### src/rtl/aurora_rx_nfc_buffer.sv
// Receive elastic buffer between the Aurora RX stream and the inbound NoC port.
// It drives NFC XOFF/XON requests to the link partner from FIFO fill watermarks.
module aurora_rx_nfc_buffer #(
    parameter int ADDR_W  = 5,
    parameter int HIGH_WM = 24,
    parameter int LOW_WM  = 8
) (
    input  logic              hs_clock,
    input  logic              pcie_reset_n,
    input  logic              channel_up,
    input  logic              rx_tvalid,
    input  logic [31:0]       rx_tdata,
    output logic              nfc_tvalid,
    input  logic              nfc_tready,
    output logic [3:0]        nfc_tdata,
    output logic              hs_i_noc_bus_valid,
    input  logic              hs_i_noc_bus_ready,
    output logic [31:0]       hs_i_noc_bus_payload,
    output logic [ADDR_W:0]   fill_level,
    output logic              overflow
);

    localparam int              DEPTH     = 1 << ADDR_W;
    localparam logic [ADDR_W:0] FULL_C    = (ADDR_W+1)'(DEPTH);
    localparam logic [ADDR_W:0] HIGH_C    = (ADDR_W+1)'(HIGH_WM);
    localparam logic [ADDR_W:0] LOW_C     = (ADDR_W+1)'(LOW_WM);
    localparam logic [3:0]      XOFF_CODE = 4'hF;
    localparam logic [3:0]      XON_CODE  = 4'h0;

    typedef enum logic [1:0] {
        XON_IDLE  = 2'd0,
        SEND_XOFF = 2'd1,
        XOFF_HELD = 2'd2,
        SEND_XON  = 2'd3
    } nfc_state_e;

    logic [31:0]       mem_q [DEPTH];
    logic [ADDR_W-1:0] wr_ptr_q, wr_ptr_d;
    logic [ADDR_W-1:0] rd_ptr_q, rd_ptr_d;
    logic [ADDR_W:0]   cnt_q, cnt_d;
    logic              ovf_q, ovf_d;
    nfc_state_e        state_q, state_d;
    logic              nfc_valid_q, nfc_valid_d;
    logic [3:0]        nfc_data_q, nfc_data_d;
    logic              empty_s, rd_s, wr_req_s, wr_s;

    // Handshake decode; a full FIFO still accepts a word when the head leaves in the same cycle
    always_comb begin
        empty_s  = (cnt_q == {(ADDR_W+1){1'b0}});
        rd_s     = ~empty_s & hs_i_noc_bus_ready;
        wr_req_s = rx_tvalid & channel_up;
        wr_s     = wr_req_s & ((cnt_q != FULL_C) | rd_s);
    end

    // FIFO pointer, occupancy and overflow next state; link down flushes everything
    always_comb begin
        wr_ptr_d = wr_ptr_q;
        rd_ptr_d = rd_ptr_q;
        cnt_d    = cnt_q;
        ovf_d    = ovf_q;
        if (!channel_up) begin
            wr_ptr_d = {ADDR_W{1'b0}};
            rd_ptr_d = {ADDR_W{1'b0}};
            cnt_d    = {(ADDR_W+1){1'b0}};
            ovf_d    = 1'b0;
        end else begin
            wr_ptr_d = wr_s ? wr_ptr_q + 1'b1 : wr_ptr_q;
            rd_ptr_d = rd_s ? rd_ptr_q + 1'b1 : rd_ptr_q;
            ovf_d    = ovf_q | (wr_req_s & ~wr_s);
            case ({wr_s, rd_s})
                2'b10:   cnt_d = cnt_q + 1'b1;
                2'b01:   cnt_d = cnt_q - 1'b1;
                default: cnt_d = cnt_q;
            endcase
        end
    end

    // NFC request FSM; a pending request is only left on acceptance or link down
    always_comb begin
        state_d = state_q;
        if (!channel_up) begin
            state_d = XON_IDLE;
        end else begin
            case (state_q)
                XON_IDLE:  state_d = (cnt_q >= HIGH_C) ? SEND_XOFF : XON_IDLE;
                SEND_XOFF: state_d = nfc_tready ? XOFF_HELD : SEND_XOFF;
                XOFF_HELD: state_d = (cnt_q <= LOW_C) ? SEND_XON : XOFF_HELD;
                SEND_XON:  state_d = nfc_tready ? XON_IDLE : SEND_XON;
                default:   state_d = XON_IDLE;
            endcase
        end
        nfc_valid_d = (state_d == SEND_XOFF) || (state_d == SEND_XON);
        nfc_data_d  = (state_d == SEND_XOFF) ? XOFF_CODE : XON_CODE;
    end

    // Control and output registers
    always_ff @(posedge hs_clock or negedge pcie_reset_n) begin
        if (!pcie_reset_n) begin
            wr_ptr_q    <= {ADDR_W{1'b0}};
            rd_ptr_q    <= {ADDR_W{1'b0}};
            cnt_q       <= {(ADDR_W+1){1'b0}};
            ovf_q       <= 1'b0;
            state_q     <= XON_IDLE;
            nfc_valid_q <= 1'b0;
            nfc_data_q  <= XON_CODE;
        end else begin
            wr_ptr_q    <= wr_ptr_d;
            rd_ptr_q    <= rd_ptr_d;
            cnt_q       <= cnt_d;
            ovf_q       <= ovf_d;
            state_q     <= state_d;
            nfc_valid_q <= nfc_valid_d;
            nfc_data_q  <= nfc_data_d;
        end
    end

    // Storage array; contents are only observable through occupied slots, so no reset
    always_ff @(posedge hs_clock) begin
        if (wr_s) begin
            mem_q[wr_ptr_q] <= rx_tdata;
        end
    end

    assign hs_i_noc_bus_valid   = ~empty_s;
    assign hs_i_noc_bus_payload = empty_s ? 32'h0000_0000 : mem_q[rd_ptr_q];
    assign fill_level           = cnt_q;
    assign overflow             = ovf_q;
    assign nfc_tvalid           = nfc_valid_q;
    assign nfc_tdata            = nfc_data_q;

endmodule

### config.mk
export PLATFORM = sky130hd
export DESIGN_NAME = aurora_rx_nfc_buffer
export DESIGN_NICKNAME = d
export VERILOG_FILES = /design/src/rtl/aurora_rx_nfc_buffer.sv
export SDC_FILE = /design/constraint.sdc
export NUM_CORES = 1
export LEC_CHECK = 0
export BUFFER_PORTS_ARGS = -buffer_cell sky130_fd_sc_hd__buf_2
export CAP_MARGIN = 20
export CORE_MARGIN = 4
export CORE_UTILIZATION = 40
export DETAILED_ROUTE_END_ITERATION = 6
export PLACE_DENSITY = 0.63
export SYNTH_ARGS = -nofsm -noshare
export SYNTH_HDL_FRONTEND = slang
export SYNTH_SLANG_ARGS = --single-unit
### constraint.sdc
create_clock -name hs_clock -period 3.78 [get_ports hs_clock]
set_clock_uncertainty 0.2 [all_clocks]
set_input_delay 0.567 -clock hs_clock [delete_from_list [all_inputs] [get_ports hs_clock]]
set_output_delay 0.567 -clock hs_clock [all_outputs]
set_load 0.01 [all_outputs]
======== Word level (Yosys, flattened, before mapping) ========
Memories as Yosys holds them, arrays and structs flattened.
Cells that the tools add are included.
word-level totals
  register bits after elaboration ......... 24
  bits in latches ......................... 0
  bits in writable memories ............... 1024
  memory bits (read-only) ................. 0
  input port bits ......................... 38
  output and inout port bits .............. 45
  logic and storage cells ................. 53
  memories ................................ 1
operators by class
  $add $sub $neg .......................... 4
  multiply operators ...................... 0
  div/mod/pow operators ................... 0
  order comparisons ....................... 2
  eq/ne operators ......................... 11
  shifts and indexed selects .............. 0
  mux-type cells .......................... 17
  bitwise logic cells ..................... 8
  reduce and logical (&&, ||, !) cells .... 3
memories
  memory  words  width  read ports  clocked after memory_dff  wr ports  RTL line  RTL
  mem_q   32     32     1           0                         1         37        logic [31:0] mem_q [DEPTH];
operator list
  operator             number
  $mux 32              1
  $mux 5               4
  $pmux 6 s2           1
  $add 5x1->5 const B  2
  $eq 2x2->1 const B   4
  $pmux 2 s4           1
  $add 6x1->6 const B  1
  $eq 2x1->1 const B   3
  $ge 6x5->1 const B   1
  $le 6x4->1 const B   1
  $logic_not 6->1      1
  $mux 2               3
  $mux 6               1
  $ne 6x6->1 const B   1
  $sub 6x1->6 const B  1
  $mux 1               5
  $and 1x1->1          4
  $mux 4               1
  $ne 2x1->1 const B   2
  $ne 3x1->1 const B   1
  $logic_not 2->1      1
  $not 1->1            2
  $or 1x1->1           2
  $logic_or 1x1->1     1

======== Depth between registers and ports, before layout ========
  depth after elaboration ................. 9
  gate-level depth with buffers ........... 10

======== Least setup slack after synthesis ========
OpenSTA, ideal clock, no wires.
  path type ............................... input to register
  from .................................... input rx_tvalid
  to ...................................... memory mem_q[15][0] (enable)
  library setup time ...................... 0.423 ns
  arrival time ............................ 2.702 ns
  slack ................................... 0.456 ns
  cell stages on the path ................. 4
  path buffers ............................ 0
  cell sequence ........................... nand2_1 -> a41oi_2 -> nand2_1 -> nor2_1
between the ends
  cells in the longest elaborated chain, start to end .. 4
ends and longest elaborated chain
  what                          RTL line  RTL
  start, declared               11        input logic rx_tvalid,
  $and 1x1->1                   51        wr_req_s = rx_tvalid & channel_up;
  $and 1x1->1                   52        wr_s = wr_req_s & ((cnt_q != FULL_C) | rd_s);
  $mux 1                        119       if (wr_s) begin
  $mux 1 (not written as such)  120       mem_q[wr_ptr_q] <= rx_tdata;
  end, declared                 37
Every way passes these cells.

======== Final worst setup path ========
  from .................................... register rd_ptr_q[0]
  to ...................................... output hs_i_noc_bus_payload[9]
between the ends
  cells in the longest elaborated chain, start to end .. 2
ends and longest elaborated chain
  what                    RTL line  RTL
  start, declared         39        logic [ADDR_W-1:0] rd_ptr_q, rd_ptr_d;
  start signal, assigned  100       rd_ptr_q <= {ADDR_W{1'b0}};
  start signal, assigned  108       rd_ptr_q <= rd_ptr_d;
  $mem_v2 32x32           n/a
  $mux 32                 125       assign hs_i_noc_bus_payload = empty_s ? 32'h0000_0000 : mem_q[rd_ptr_q];
  end, declared           18        output logic [31:0] hs_i_noc_bus_payload,
Every way passes these cells.

==> summary.md <==
| Metric | Value |
|---|---|
| Status | `finished with violations` |
| Violated checks | `DRC` |
| Worst path bufs/invs | `4` |
| Sequential share of the synthesized area | `77.7%` |
| Layout cells sized above 1 | `27.3%` |
| Reg power frac | `45.8%` |
| Fin. Hold Viols | `0` |
| Warnings from Yosys | `0` |
| Slew HR | `46.0%` |
| Clk pwr share | `33.5%` |
| RSZ-0062 raised after global routing | `yes` |
| CTS tree | `built` |
| Seq cells post-synth | `1044` |
| Max Root-Sink Buffers | `3` |
| Pins over their slew limit | `0` |
| Root buffer cell | `clkbuf_16` |
| H-tree depth | `3` |
| Top cell type's share of synthesized area | `76.5%` |
| Post-synthesis mux area share | `14.1%` |
| Clock latency on the worst-skew pair | `0.68 ns` |
| Mapped Area | `0.0402 sq mm` |
| Post-synth ARST share | `1.92%` |
| Die Area | `0.106 sq mm` |
| Setup CP Type | `flip-flop to output port` |
| GPL Wtd Cong | `0.761` |
| Area Overhead vs Synth | `16.7%` |
| Gate power share | `20.8%` |
| Slowest stage delay, CP | `0.54 ns` |
| Type of origin of the critical path | `flip-flop` |
| Least-Margin Pin Slew | `0.809 ns` |
| Initial DRC Count | `2281` |
| Ys flop type | `edfxtp_1` |
| Utilization after layout | `47.0%` |
| Vias per cell | `5.76` |
| Syn nets | `1968` |
| Worst reg2reg endpoint | `fill_level[5]$_DFFE_PN0P_` |
| Cts bufs inserted | `102` |
| Top post-synthesis cells by count | `edfxtp_1, mux4_2, mux2i_1` |
| Minimum clock period | `3.71 ns` |
| Largest net degree at the start of global routing | `50` |
| Number of port buffers | `82` |
| R2R Setup Slk | `0.57 ns` |
| RR Startpoint | `fill_level[3]$_DFFE_PN0P_` |
| Synth Area in Simple Gates | `2.22%` |
| Chip height | `325 um` |
| Routed WL | `101000 um` |
| CP cell instances | `buf_12, buf_16, buf_16, mux4_2, a211oi_1, nand2_1, and3_4, buf_2` |
| Synth Area in XOR/XNOR | `0.153%` |
| Sw Share | `25.9%` |
| Core Footprint | `0.0999 sq mm` |
| Cell family with most CP delay | `buffers and inverters` |
| Synth Instances | `1920` |
| Fillers | `8087` |
| Initial antenna violation count | `7` |
| First-pass GRT wire length | `146000 um` |
| Pwr Density | `604 mW/mm^2` |
| Yosys top cell by area | `edfxtp_1` |
| Worst setup EP type | `output port` |
| Placed cell count | `3295` |
| Worst hold path type | `input pin to flip-flop` |
| Adder-cell share of the synthesized area | `0.330%` |
| Routed length per placed instance | `28.9 um` |
| Hold path endpoint | `state_q[0]$_DFF_PN0_` |
| Post-synth cell types | `45` |
| Overflow after GRT | `0` |
| Die X | `325 um` |
| Count leader, synth | `edfxtp_1` |
| Via count of the first global-routing pass | `20800` |
| Max Cap Viol | `0` |
| CP Max Fanout | `22` |
| Setup violators final | `0` |
| Largest family of logic cells by synthesized area | `multiplexers` |
| Drt drc | `2` |
| Row cnt | `116` |
| Nets | `2174` |
| DR pass1 iterations | `7` |
| Compound-Gate Fraction of Synth Area | `3.95%` |
| Number of I/O pins | `83` |
| Min-delay src | `nfc_tready` |
| Total track usage | `18.9%` |
| DR vias | `20200` |
| Hold path depth | `3` |
| Synth Area per Inst | `20.9 sq um` |
| Critical path's slowest cell | `dfrtp_4` |
| LEAKAGE | `14.8 nW` |
| Final worst-path cycle share | `98.1%` |
| NetSw | `7.35 mW` |
| HPWL after DPL | `54200 um` |
| Clock transition at path regs | `0.07 ns` |
| Clk sinks | `1044` |
| Reg2reg path depth | `10` |
| Top post-synthesis cells by area | `edfxtp_1, mux4_2, mux2i_1` |
| Total Power | `28.3 mW` |
| Final std cells w/o fill | `3506` |
| Data arrival, critical path | `2.94 ns` |
| EDFF count, synth | `1024` |
| CP required | `3.01 ns` |
| Starting Density | `40.3%` |
| Cell repeated most along the worst path | `buf_16` |
| Int Pwr | `21.0 mW` |
| Routed Antenna Nets | `0` |
| Worst vdd rail ir drop | `0.376 mV` |
| Max Clk Rate | `0.270 GHz` |
==> layer usage <==
metal | vias up | track usage (%) | part of all wire (%)
met2 | 761 | 32.4 | 51
met4 | 2 | 4.83 | 2.4
li1 | 8450 | - | -
met5 | - | 0 | 0.019
met3 | 138 | 2.97 | 6.8
met1 | 10900 | 25.4 | 40
==> flip-flops by register name (all words and copies together), names as in the netlist <==
register / flops
state_q: 2
mem_q: 1024
wr_ptr_q: 5
nfc_tdata: 1
fill_level: 6
overflow: 1
rd_ptr_q: 5
==> layout make-up <==
type	count	area [sq um]	area share, %
tap	1298	1620	3.46
clock buffer	125	2640	5.63
sequential	1044	31300	66.6
multi-input combinational	759	8670	18.5
inverter	6	22.5	0.0480
clock inverter	58	477	1.02
antenna	3	7.51	0.0160
timing repair buffer	213	2210	4.72
==> tightest hold or removal path: cells and delay by family <==
| family | cells | cell delay, ns |
|---|---|---|
| simple gates | 1 | 0.07 |
| buf+inv | 1 | 0.08 |
| compound gates | 1 | 0.15 |
==> what timing repair did <==
item	in CTS	in global routing
hold buffers	1	0
setup endpoints to repair	26	21
gates cloned	2	4
gates resized for setup	12	18
endpoints found under the hold margin	20	0
pin swaps	0	5
setup buffers	7	12
==> power groups by stage <==
| stage | Sequential, mW | Clock (mW) | Combinational (mW) |
|---|---|---|---|
| 6_report | 13.0 | 9.48 | 5.89 |
| 3_5_place_dp | 13.3 | 0 | 5.44 |
| 2_1_floorplan | 13.2 | 0 | 3.80 |
| 5_1_grt | 13.0 | 10.2 | 6.31 |
| 4_1_cts | 13.0 | 9.66 | 5.70 |
| 3_3_place_gp | 13.2 | 0 | 5.38 |
==> cells by family after synthesis <==
| group | Yosys count |
|---|---|
| flops | 1044 |
| simple gates | 194 |
| fa+ha+maj | 10 |
| mux | 323 |
| buf+inv | 117 |
| xor+xnor | 7 |
| compound gates | 225 |
==> worst max path at each step <==
stage	from	to	cells after the start	slack (ns)
floorplan	rx_tvalid	mem_q[15][0]$_DFFE_PP_	4	0.46
global placement	rd_ptr_q[0]$_DFFE_PN0P_	hs_i_noc_bus_payload[18]	7	0.45
detailed placement	rd_ptr_q[0]$_DFFE_PN0P_	hs_i_noc_bus_payload[18]	7	0.46
CTS	rd_ptr_q[0]$_DFFE_PN0P_	hs_i_noc_bus_payload[4]	8	-0.05
global route	rd_ptr_q[0]$_DFFE_PN0P_	hs_i_noc_bus_payload[10]	7	-0.02
finish	rd_ptr_q[0]$_DFFE_PN0P_	hs_i_noc_bus_payload[9]	8	0.07
==> through the flow <==
| step | cell area [sq um] | worst slack, ns | hold slack [ns] | TNS, ns |
|---|---|---|---|---|
| after floorplan | 40200 | 0.456 | 0.0714 | 0 |
| after global placement | 43300 | 0.449 | 0.283 | 0 |
| after detailed placement | 43300 | 0.459 | 0.301 | 0 |
| after CTS | 46600 | -0.0506 | 0.0274 | -0.178 |
| after global routing | 46900 | -0.0227 | 0.0540 | -0.0728 |
| final | 46900 | 0.0717 | 0.0614 | 0 |
==> cell usage in the layout (no fill, tap or decap), types with 4 or more instances in the layout <==
master,netlist,final
a211oi_1,33,27
a211oi_2,0,6
a21o_1,5,5
a21oi_1,38,38
a22oi_1,64,60
a22oi_2,0,4
and2_1,4,4
and3_1,32,29
buf_12,0,41
buf_16,0,8
buf_2,14,82
buf_4,25,70
buf_6,10,4
bufinv_16,0,4
clkbuf_1,54,23
clkbuf_16,0,106
clkinv_1,0,19
clkinv_2,0,24
clkinv_8,0,4
dfrtp_1,20,17
edfxtp_1,1024,1024
ha_1,9,9
inv_1,6,6
mux2i_1,130,130
mux4_2,193,193
nand2_1,85,84
nand3_1,6,5
nand3b_1,4,4
nor2_1,43,10
nor2_4,0,33
nor2b_1,8,6
nor3_1,4,4
o21ai_0,8,8
o221ai_1,31,31
o22ai_1,32,32
xnor2_1,6,6
No activity file was read; power rests on OpenSTA's default activity.
